$ cat src/rtl/conv_pkg.sv
// conv_pkg: definitions shared by the convolution window sequencer and the
// line-buffer datapath that feeds it.
//   state_t      frame sequencing states (IDLE/RUN/DONE)
//   clog2_min1   counter width for a value range, never narrower than 1 bit
//   out_dim      number of valid window positions along one image axis
package conv_pkg;

    typedef enum logic [1:0] {
        ST_IDLE = 2'd0,
        ST_RUN  = 2'd1,
        ST_DONE = 2'd2
    } state_t;

    function automatic int clog2_min1(input int value);
        int w;
        w = $clog2(value);
        return (w < 1) ? 1 : w;
    endfunction

    function automatic int out_dim(input int img, input int kernel, input int stride);
        return (img - kernel) / stride + 1;
    endfunction

endpackage

$ cat src/rtl/axis_stride_counter.sv
// axis_stride_counter: one axis (column or row) of the window sequencer.
// Tracks the pixel position along the axis, a stride phase that is zero on
// every position where a window may end, and the output index of the next
// window along this axis.
//   clk, rst   clock, asynchronous active-high reset
//   clear      synchronous zeroing of all counters
//   step       advance the position by one
//   adv        a window along this axis was flagged; advance the output index
//   wrap       step on the last position (combinational)
//   qual       current position may end a window (combinational)
//   idx        output index of the window ending at the current position
module axis_stride_counter
    import conv_pkg::*;
#(
    parameter  int SIZE        = 28,
    parameter  int KERNEL_SIZE = 5,
    parameter  int STRIDE      = 1,
    parameter  int OUT_N       = 24,
    localparam int PW          = clog2_min1(SIZE),
    localparam int SW          = clog2_min1(STRIDE),
    localparam int OW          = clog2_min1(OUT_N),
    localparam int IW          = OW + 1
) (
    input  logic          clk,
    input  logic          rst,
    input  logic          clear,
    input  logic          step,
    input  logic          adv,
    output logic          wrap,
    output logic          qual,
    output logic [OW-1:0] idx
);

    logic [PW-1:0] pos;
    logic [SW-1:0] phase;
    // One spare bit so the index can reach OUT_N without wrapping back to 0.
    logic [IW-1:0] idx_full;

    assign wrap = step && (pos == PW'(SIZE - 1));
    assign qual = (pos >= PW'(KERNEL_SIZE - 1)) && (phase == SW'(0))
                  && (idx_full < IW'(OUT_N));
    assign idx  = idx_full[OW-1:0];

    // Position, stride phase and output index counters.
    always_ff @(posedge clk or posedge rst) begin
        if (rst) begin
            pos      <= PW'(0);
            phase    <= SW'(0);
            idx_full <= IW'(0);
        end else if (clear) begin
            pos      <= PW'(0);
            phase    <= SW'(0);
            idx_full <= IW'(0);
        end else begin
            if (step) begin
                if (wrap) begin
                    pos   <= PW'(0);
                    phase <= SW'(0);
                end else begin
                    pos <= pos + PW'(1);
                    // Phase is held at 0 until the first full window, so it
                    // reads 0 on position KERNEL_SIZE-1 and every STRIDE after.
                    if (pos < PW'(KERNEL_SIZE - 1)) begin
                        phase <= SW'(0);
                    end else if (phase == SW'(STRIDE - 1)) begin
                        phase <= SW'(0);
                    end else begin
                        phase <= phase + SW'(1);
                    end
                end
            end
            if (wrap) begin
                idx_full <= IW'(0);
            end else if (adv) begin
                idx_full <= idx_full + IW'(1);
            end
        end
    end

endmodule

$ cat src/rtl/conv_window_sequencer.sv
// conv_window_sequencer: follows a raster-order pixel stream for one frame and
// flags every accepted pixel that completes a KERNEL_SIZE x KERNEL_SIZE window
// at the configured stride, gating the MAC array accumulate/write.
//   clk, rst    clock, asynchronous active-high reset
//   start       begin a frame (sampled only in IDLE)
//   clear       synchronous abort back to IDLE, no frame_done
//   pix_valid   one pixel presented; always accepted in RUN
//   busy        high while in RUN
//   win_valid   window ending at the last accepted pixel is valid
//   out_col     output column of the flagged window
//   out_row     output row of the flagged window
//   frame_done  one-cycle pulse after the last pixel of the frame
module conv_window_sequencer
    import conv_pkg::*;
#(
    parameter  int IMG_W       = 28,
    parameter  int IMG_H       = 28,
    parameter  int KERNEL_SIZE = 5,
    parameter  int STRIDE      = 1,
    localparam int OUT_W       = out_dim(IMG_W, KERNEL_SIZE, STRIDE),
    localparam int OUT_H       = out_dim(IMG_H, KERNEL_SIZE, STRIDE),
    localparam int OCW         = clog2_min1(OUT_W),
    localparam int ORW         = clog2_min1(OUT_H)
) (
    input  logic           clk,
    input  logic           rst,
    input  logic           start,
    input  logic           clear,
    input  logic           pix_valid,
    output logic           busy,
    output logic           win_valid,
    output logic [OCW-1:0] out_col,
    output logic [ORW-1:0] out_row,
    output logic           frame_done
);

    state_t         state;
    logic           accept;
    logic           hit;
    logic           col_wrap;
    logic           col_qual;
    logic           row_wrap;
    logic           row_qual;
    logic [OCW-1:0] col_idx;
    logic [ORW-1:0] row_idx;

    // A same-cycle clear drops the pixel.
    assign accept = pix_valid && (state == ST_RUN) && !clear;
    assign hit    = accept && col_qual && row_qual;

    axis_stride_counter #(
        .SIZE        (IMG_W),
        .KERNEL_SIZE (KERNEL_SIZE),
        .STRIDE      (STRIDE),
        .OUT_N       (OUT_W)
    ) u_col (
        .clk   (clk),
        .rst   (rst),
        .clear (clear),
        .step  (accept),
        .adv   (hit),
        .wrap  (col_wrap),
        .qual  (col_qual),
        .idx   (col_idx)
    );

    // The row axis steps once per completed input row; its output index moves
    // on after a qualifying row, i.e. after that row's last flagged window.
    axis_stride_counter #(
        .SIZE        (IMG_H),
        .KERNEL_SIZE (KERNEL_SIZE),
        .STRIDE      (STRIDE),
        .OUT_N       (OUT_H)
    ) u_row (
        .clk   (clk),
        .rst   (rst),
        .clear (clear),
        .step  (col_wrap),
        .adv   (col_wrap && row_qual),
        .wrap  (row_wrap),
        .qual  (row_qual),
        .idx   (row_idx)
    );

    // Frame state machine with registered status and window outputs.
    always_ff @(posedge clk or posedge rst) begin
        if (rst) begin
            state      <= ST_IDLE;
            busy       <= 1'b0;
            win_valid  <= 1'b0;
            frame_done <= 1'b0;
            out_col    <= OCW'(0);
            out_row    <= ORW'(0);
        end else if (clear) begin
            state      <= ST_IDLE;
            busy       <= 1'b0;
            win_valid  <= 1'b0;
            frame_done <= 1'b0;
        end else begin
            case (state)
                ST_IDLE: begin
                    win_valid  <= 1'b0;
                    frame_done <= 1'b0;
                    if (start) begin
                        state <= ST_RUN;
                        busy  <= 1'b1;
                    end else begin
                        busy  <= 1'b0;
                    end
                end
                ST_RUN: begin
                    win_valid <= hit;
                    if (hit) begin
                        out_col <= col_idx;
                        out_row <= row_idx;
                    end
                    // row_wrap only fires on the accepted bottom-right pixel.
                    if (row_wrap) begin
                        state      <= ST_DONE;
                        busy       <= 1'b0;
                        frame_done <= 1'b1;
                    end else begin
                        busy       <= 1'b1;
                        frame_done <= 1'b0;
                    end
                end
                ST_DONE: begin
                    state      <= ST_IDLE;
                    busy       <= 1'b0;
                    win_valid  <= 1'b0;
                    frame_done <= 1'b0;
                end
                default: begin
                    state      <= ST_IDLE;
                    busy       <= 1'b0;
                    win_valid  <= 1'b0;
                    frame_done <= 1'b0;
                end
            endcase
        end
    end

endmodule

$ cat config.mk
export PLATFORM = sky130hd
export DESIGN_NAME = conv_window_sequencer
export DESIGN_NICKNAME = d
export VERILOG_FILES = /design/src/rtl/conv_pkg.sv /design/src/rtl/axis_stride_counter.sv /design/src/rtl/conv_window_sequencer.sv
export SDC_FILE = /design/constraint.sdc
export NUM_CORES = 1
export LEC_CHECK = 0
export CORE_ASPECT_RATIO = 1.75
export CORE_UTILIZATION = 50
export CTS_CLUSTER_SIZE = 40
export DETAILED_ROUTE_END_ITERATION = 10
export PLACE_DENSITY_LB_ADDON = 0.25
export SLEW_MARGIN = 20
export SYNTH_ARGS = -nofsm -noshare
export SYNTH_HDL_FRONTEND = slang
export SYNTH_SLANG_ARGS = --single-unit
$ cat constraint.sdc
create_clock -name clk -period 3.59 [get_ports clk]
set_clock_uncertainty 0.15 [all_clocks]
set_input_delay 0.718 -clock clk [delete_from_list [all_inputs] [get_ports clk]]
set_output_delay 0.718 -clock clk [all_outputs]
set_load 0.05 [all_outputs]
==> results.tsv, run 1 <==
stage	metric	value	unit
yosys	Cell Area, Synth	1764	µm²
die	Starting Density	0.5246	
timing	Setup Total Neg Slack	0	ns
critical_path	Critical Path End	u_row.idx_full[4]$_DFFE_PP0P_	
timing	f_max	372.7	MHz
pwr	Tot Pwr	0.8802	mW
critical_path	Worst path max stage delay	0.60	ns
global_route	GRT Overall Usage	0.2040	
critical_path	crit path cell chain	clkdlybuf4s50_1 -> nand4bb_1 -> nor3_2 -> or2_1 -> o21ba_1	
yosys	cell taking the most area after synthesis	dfrtp_1	
pwr	VDD IR max	0.0002875	V
critical_path	CP startpoint	clear	
die	Die Wd	46.90	µm
critical_path	reg2reg setup slack	1.55	ns
yosys	sequential area share after synthesis	0.5248	
yosys	top post-synthesis cells by count	37 x dfrtp_1, 13 x nor2_1, 10 x mux2_1	
timing	Tightest Pin Transition	0.5466	ns
run	MaxCap Viol Count	0	
global_route	initial antenna violation count	0	
place	Buffers on Ports	17	
run_status	outcome	finished clean	
clock_network	Clock Pin Slew Worst Setup and Hold Paths	0.08	ns
die	core box area	3363	µm²
critical_path	crit path DAT	2.72	ns
timing	Final setup viols	0	
layout	layout cells sized above 1	0.1040	
critical_path	Max FO, Critical Path	13	
timing	final critical-path share of the clock period	0.7473	
layout	Post-Layout Cell Count	218	
yosys	Top FF cell, synth	dfrtp_1	
drt	First DRT Iteration DRCs	27	
yosys	most common cell in the synthesized netlist	dfrtp_1	
layout	Antenna diodes	0	
clock_network	Sink Count	37	
layout	Layout Nets	183	
yosys	Post-Syn Nets	163	
layout	final instance area	2098	µm²
yosys	Synth top area share	0.5248	
critical_path	type of destination of the critical path	register	
drt	DR pass1 iterations	4	
critical_path	reg2reg end	u_row.idx_full[3]$_DFFE_PP0P_	
die	Ports	18	
timing	RSZ-0062 raised after global routing	no	
critical_path	R2R Path Start	u_col.pos[0]$_DFFE_PP0P_	
clock_network	cts hold-fix bufs	0	
drt	DR vias	1220	
global_route	first-pass GRT wire length	5451	µm
global_route	grt total ovfl	0	
clock_network	CTS tree	built	
critical_path	Crit Path Category	input pin to register	
timing	Slew Viols, Final	0	
yosys	Syn Area/Cell	11.61	µm²
place	HPWL Detailed	2254	µm
global_route	number of global-route vias before repair	1243	
clock_network	TritonCTS Buffers	5	
yosys	synth unique cells	40	
clock_network	CTS Buffer Depth	2	
place	placer congestion estimate	0.7605	
die	Die H	80.58	µm
global_route	largest net degree at the start of global routing	38	
drt	Via density	5.596	
die	Die ar.	3779	µm²
layout	Util after Layout	0.6239	
die	Row Count	28	
critical_path	slowest CP cell	clkdlybuf4s50_1	
drt	DRT antenna net count	0	
pwr	P_leak	0.9636	nW
clock_network	Root Buffer	clkbuf_8	
yosys	#FFs+latches synth	37	
yosys	Syn Inst Count	152	
yosys	asr flop ratio synth	1.000	
critical_path	reg2reg path depth	5	
yosys	Area contributors post-synth	dfrtp_1 52%, mux2_1 6.4%, ha_1 4.3%	
pwr	pwr dens	419.5	nW/µm²
layout	Layout area overhead	18.94	%
drt	drt drc	0	
clock_network	worst skew pair latency	0.30	ns
yosys	EDFF count, synth	0	
timing	Final min period	2.683	ns
critical_path	Critical Path RT	3.63	ns
place	area post-placement	1964	µm²
worst_hold_path	Hold Crit Class	register to register	
critical_path	Worst setup SP type	input pin	
clock_network	cts repair resizes	0	
yosys	Yosys Warn Count	0	
drt	WL per Instance	14.40	µm
place	placed cell count	210	
timing	Hold Violations, Final	0	
timing	Slew HR	0.6334	
clock_network	# H-tree levels	2	
clock_network	Post-CTS Setup Bufs	0	
drt	drt total wl	3140	µm
-- sequential cells by signal, indices dropped and copies added, names as in the netlist --
name	flops
u_col.idx_full	6
u_row.idx_full	6
out_col	5
out_row	5
u_col.pos	5
u_row.pos	5
state	2
busy	1
frame_done	1
win_valid	1
-- worst min-delay path by stage --
stage,start,endpoint,slack (ns),depth (start not counted)
final,out_col[0]$_DFFE_PP0P_,out_col[0]$_DFFE_PP0P_,0.34,1
after global routing,out_col[0]$_DFFE_PP0P_,out_col[0]$_DFFE_PP0P_,0.36,1
after CTS,out_col[0]$_DFFE_PP0P_,out_col[0]$_DFFE_PP0P_,0.34,1
after detailed placement,u_col.idx_full[5]$_DFFE_PP0P_,u_col.idx_full[5]$_DFFE_PP0P_,0.32,1
after global placement,out_col[0]$_DFFE_PP0P_,out_col[0]$_DFFE_PP0P_,0.32,1
after floorplan,u_col.idx_full[5]$_DFFE_PP0P_,u_col.idx_full[5]$_DFFE_PP0P_,0.30,1
-- logic make-up after synthesis --
kind of cell | synth area share
buffers and inverters | 0.04042
AOI/OAI and AO/OA | 0.1007
muxes | 0.08653
adders and majority gates | 0.04255
and+or+nand+nor | 0.1801
DFF | 0.5248
xor gates and xnor gates | 0.02482
-- stage by stage --
| step | hold WS (ns) | setup slack [ns] |
|---|---|---|
| 2_1_floorplan | 0.3044 | 1.512 |
| 3_3_place_gp | 0.3163 | 0.6925 |
| 3_5_place_dp | 0.3223 | 0.5996 |
| 4_1_cts | 0.3416 | 0.9177 |
| 5_1_grt | 0.3564 | 0.7217 |
| 6_report | 0.3381 | 0.9071 |
-- final cells by class --
| cell class | count | area, µm² |
|---|---|---|
| fillers | 297 | 1265 |
| clock inverters | 3 | 65.06 |
| multi-input cells | 101 | 767.0 |
| inverters | 8 | 30.03 |
| well taps | 45 | 56.30 |
| clock buffers | 5 | 68.82 |
| flip-flops and latches | 37 | 925.9 |
| repair buffers | 19 | 185.2 |
-- metal layers --
metal  track usage  wire (µm)  part of all wire  vias up
met5             0          0                 0        -
met4        0.1057         82             0.026        0
met3       0.05393        119             0.038        9
met2        0.3458       1670              0.53       31
met1        0.2190       1268              0.40      602
li1              -          -                 -      578
-- cell usage in the layout (no fill, tap or decap), types with 3 or more instances in the layout --
master	instances
nand3_1	4
clkdlybuf4s50_1	17
xor2_1	4
dfrtp_1	37
nor2_1	13
clkbuf_8	5
mux2i_1	4
nor4_1	3
ha_1	6
a21oi_1	8
inv_1	8
o21ai_0	5
o31ai_1	3
mux2_1	10
nand2_1	5
nor3_1	3
or3_1	4
-- worst max-delay path: cells and delay by family --
family                 cells  cell delay [ns]
buffers and inverters      1             0.60
AND/OR/NAND/NOR            3             1.20
AO/OA/AOI/OAI              1             0.20
-- report_power, final --
group | total, mW | switching (mW) | internal, mW
registers | 0.422 | 0.00247 | 0.419
logic | 0.0323 | 0.0223 | 0.00999
clock network | 0.426 | 0.151 | 0.276
total | 0.880 | 0.175 | 0.705
Note: power is estimated with default switching activity, not from simulation.
==> inputs of run 2 (changes only) <==
==> constraint.sdc (replaced) <==
create_clock -name clk -period 2.3 [get_ports clk]
set_clock_uncertainty 0.15 [all_clocks]
set_input_delay 0.46 -clock clk [delete_from_list [all_inputs] [get_ports clk]]
set_output_delay 0.46 -clock clk [all_outputs]
set_load 0.05 [all_outputs]
==> run 2 against run 1 <==
Clock power is 36% higher. Sequential share of layout area is 1.1 points lower. Via count is 3.2% higher. Combinational power is 83% higher. Clock-buffer cell count is 1 higher. Flip-flop and latch count stayed put. Utilization is 1.6 points higher. Largest power group is now sequential cells.
==> results.tsv, run 2 (same netlist as run 1, synthesis figures left out) <==
stage	metric	value	unit	change
clock_network	CTS tree	built		
critical_path	crit path DAT	1.44	ns	-1.28 ns
timing	final critical-path share of the clock period	0.8927		
layout	multi-input combinational cell area	767.0	µm²	unchanged
worst_hold_path	hold path endpoint	out_row[3]$_DFFE_PP0P_		
clock_network	CTS Buffer Depth	2		unchanged
layout	sequential cell area	925.9	µm²	unchanged
critical_path	type of destination of the critical path	output pin		
timing	RSZ-0062 raised after global routing	no		
global_route	grt total ovfl	0		unchanged
critical_path	crit path cell chain	clkdlybuf4s50_1		
place	HPWL Detailed	2411	µm	+7.0%
worst_hold_path	Hold Crit Class	register to register		
run_status	outcome	finished clean		
layout	largest registers	u_col.idx_full (6), u_row.idx_full (6)		
clock_network	cts repair resizes	0		unchanged
critical_path	crit-path leading delay family	buffers and inverters		
place	placer congestion estimate	0.7693		+1.2%
worst_hold_path	Cells on Worst Hold Path	1		unchanged
die	Die ar.	3779	µm²	unchanged
critical_path	Critical Path RT	1.69	ns	-1.94 ns
die	Ports	18		unchanged
critical_path	Max FO, Critical Path	2		-11
clock_network	cts hold-fix bufs	0		unchanged
place	Buffers on Ports	17		unchanged
clock_network	Post-CTS Setup Bufs	0		unchanged
critical_path	slowest CP cell	clkdlybuf4s50_1		
drt	DR pass1 iterations	4		unchanged
clock_network	TritonCTS Buffers	5		unchanged
critical_path	reg2reg end	u_row.idx_full[3]$_DFFE_PP0P_		
worst_hold_path	hold_sp	out_row[3]$_DFFE_PP0P_		
critical_path	Crit Path Category	register to output pin		
global_route	number of global-route vias before repair	1275		+2.6%
die	Row Count	28		unchanged
critical_path	Worst path max stage delay	0.81	ns	+0.21 ns
critical_path	reg2reg setup slack	0.35	ns	-1.20 ns
die	Die H	80.58	µm	unchanged
run	MaxCap Viol Count	0		unchanged
pwr	pwr dens	602.6	nW/µm²	+44%
clock_network	Sink Count	37		unchanged
drt	drt total wl	3261	µm	+3.9%
timing	Final min period	2.053	ns	
layout	most common cell after layout, fill and taps aside	dfrtp_1		
critical_path	Worst setup SP type	register		
layout	Layout Nets	192		+4.9%
timing	f_max	487.0	MHz	
place	placed cell count	219		+4.3%
timing	Slew Viols, Final	0		unchanged
layout	commonest non-fill, non-tap cells in the layout	37 x dfrtp_1, 17 x clkdlybuf4s50_1, 13 x nor2_1, 11 x buf_4, 10 x mux2_1		
layout	layout cells sized above 1	0.1484		+0.04431
clock_network	Clock Pin Slew Worst Setup and Hold Paths	0.07	ns	about the same
layout	Post-Layout Cell Count	227		+4.1%
place	area post-placement	2032	µm²	+3.4%
drt	DRT antenna net count	0		unchanged
pwr	VDD IR max	0.0004742	V	+65%
timing	Tightest Pin Transition	0.5456	ns	-0.001025 ns
drt	drt drc	0		unchanged
clock_network	# H-tree levels	2		unchanged
die	Die Wd	46.90	µm	unchanged
timing	Slew HR	0.6341		+0.0006870
critical_path	reg2reg path depth	6		+1
global_route	GRT Overall Usage	0.2066		+0.002584
clock_network	Root Buffer	clkbuf_8		
critical_path	Worst Path Buf+Inv	1		unchanged
drt	DR vias	1259		+3.2%
pwr	P_leak	0.9962	nW	+3.4%
global_route	initial antenna violation count	0		unchanged
layout	fillers	272		-8.4%
drt	WL per Instance	14.37	µm	-0.26%
die	core box area	3363	µm²	unchanged
die	Starting Density	0.5246		unchanged
layout	final instance area	2152	µm²	+2.6%
global_route	first-pass GRT wire length	5499	µm	+0.88%
layout	Layout area overhead	21.99	%	
clock_network	worst skew pair latency	0.29	ns	about the same
drt	First DRT Iteration DRCs	35		+30%
timing	Final setup viols	0		unchanged
drt	Via density	5.546		-0.89%
critical_path	R2R Path Start	u_col.pos[0]$_DFFE_PP0P_		
global_route	largest net degree at the start of global routing	38		unchanged
layout	Util after Layout	0.6399		+0.01600
timing	Hold Violations, Final	0		unchanged
layout	Antenna diodes	0		unchanged
==> run 2: per-stage QoR <==
step                worst slack, ns  hold slack [ns]  power, mW  setup TNS (ns)
finish                       0.2468           0.3351      1.297               0
detailed placement         -0.03320           0.3235     0.7296        -0.04668
global route                 0.1918           0.3570      1.337               0
CTS                          0.2324           0.3415      1.307               0
global placement            0.03570           0.3176     0.7277               0
floorplan                    0.4796           0.3044     0.7038               0
==> run 2: final cells by class <==
class	count	share of cell area
multi-input cells	101	0.3564
clock inverters	2	0.01744
clock buffers	6	0.03837
repair buffers	28	0.1174
inverters	8	0.01395
well taps	45	0.02616
flip-flops and latches	37	0.4302
==> run 2: where the power goes <==
part / leakage [nW] / switching, mW / internal [mW]
Clock: 0.0574 / 0.228 / 0.352
Sequential: 0.514 / 0.00353 / 0.654
Combinational: 0.425 / 0.0374 / 0.0219
==> run 2: worst max path at each step <==
stage / startpoint / cells past startpoint / endpoint / slack [ns]
finish: out_row[2]$_DFFE_PP0P_ / 1 / out_row[2] / 0.25
global route: out_row[0]$_DFFE_PP0P_ / 1 / out_row[0] / 0.19
CTS: out_row[2]$_DFFE_PP0P_ / 1 / out_row[2] / 0.23
detailed placement: clear / 5 / u_col.idx_full[2]$_DFFE_PP0P_ / -0.03
global placement: clear / 5 / u_col.idx_full[2]$_DFFE_PP0P_ / 0.04
floorplan: clear / 5 / out_col[0]$_DFFE_PP0P_ / 0.48
==> run 2: layer usage <==
metal,routed length (µm),track usage
met3,101,0.04944
met4,84,0.1057
met1,1295,0.2203
met5,0,0
met2,1779,0.3556
==> inputs of run 3 (changes only) <==
--- a/config.mk
+++ b/config.mk
@@ -7,6 +7,7 @@
 export LEC_CHECK = 0
 export CORE_ASPECT_RATIO = 1.75
 export CORE_UTILIZATION = 50
+export CTS_BUF_LIST = sky130_fd_sc_hd__clkbuf_8
 export CTS_CLUSTER_SIZE = 40
 export DETAILED_ROUTE_END_ITERATION = 10
 export PLACE_DENSITY_LB_ADDON = 0.25
==> results of run 3 <==
No change in the layout: final DEF, timing and power equal those of run 2.
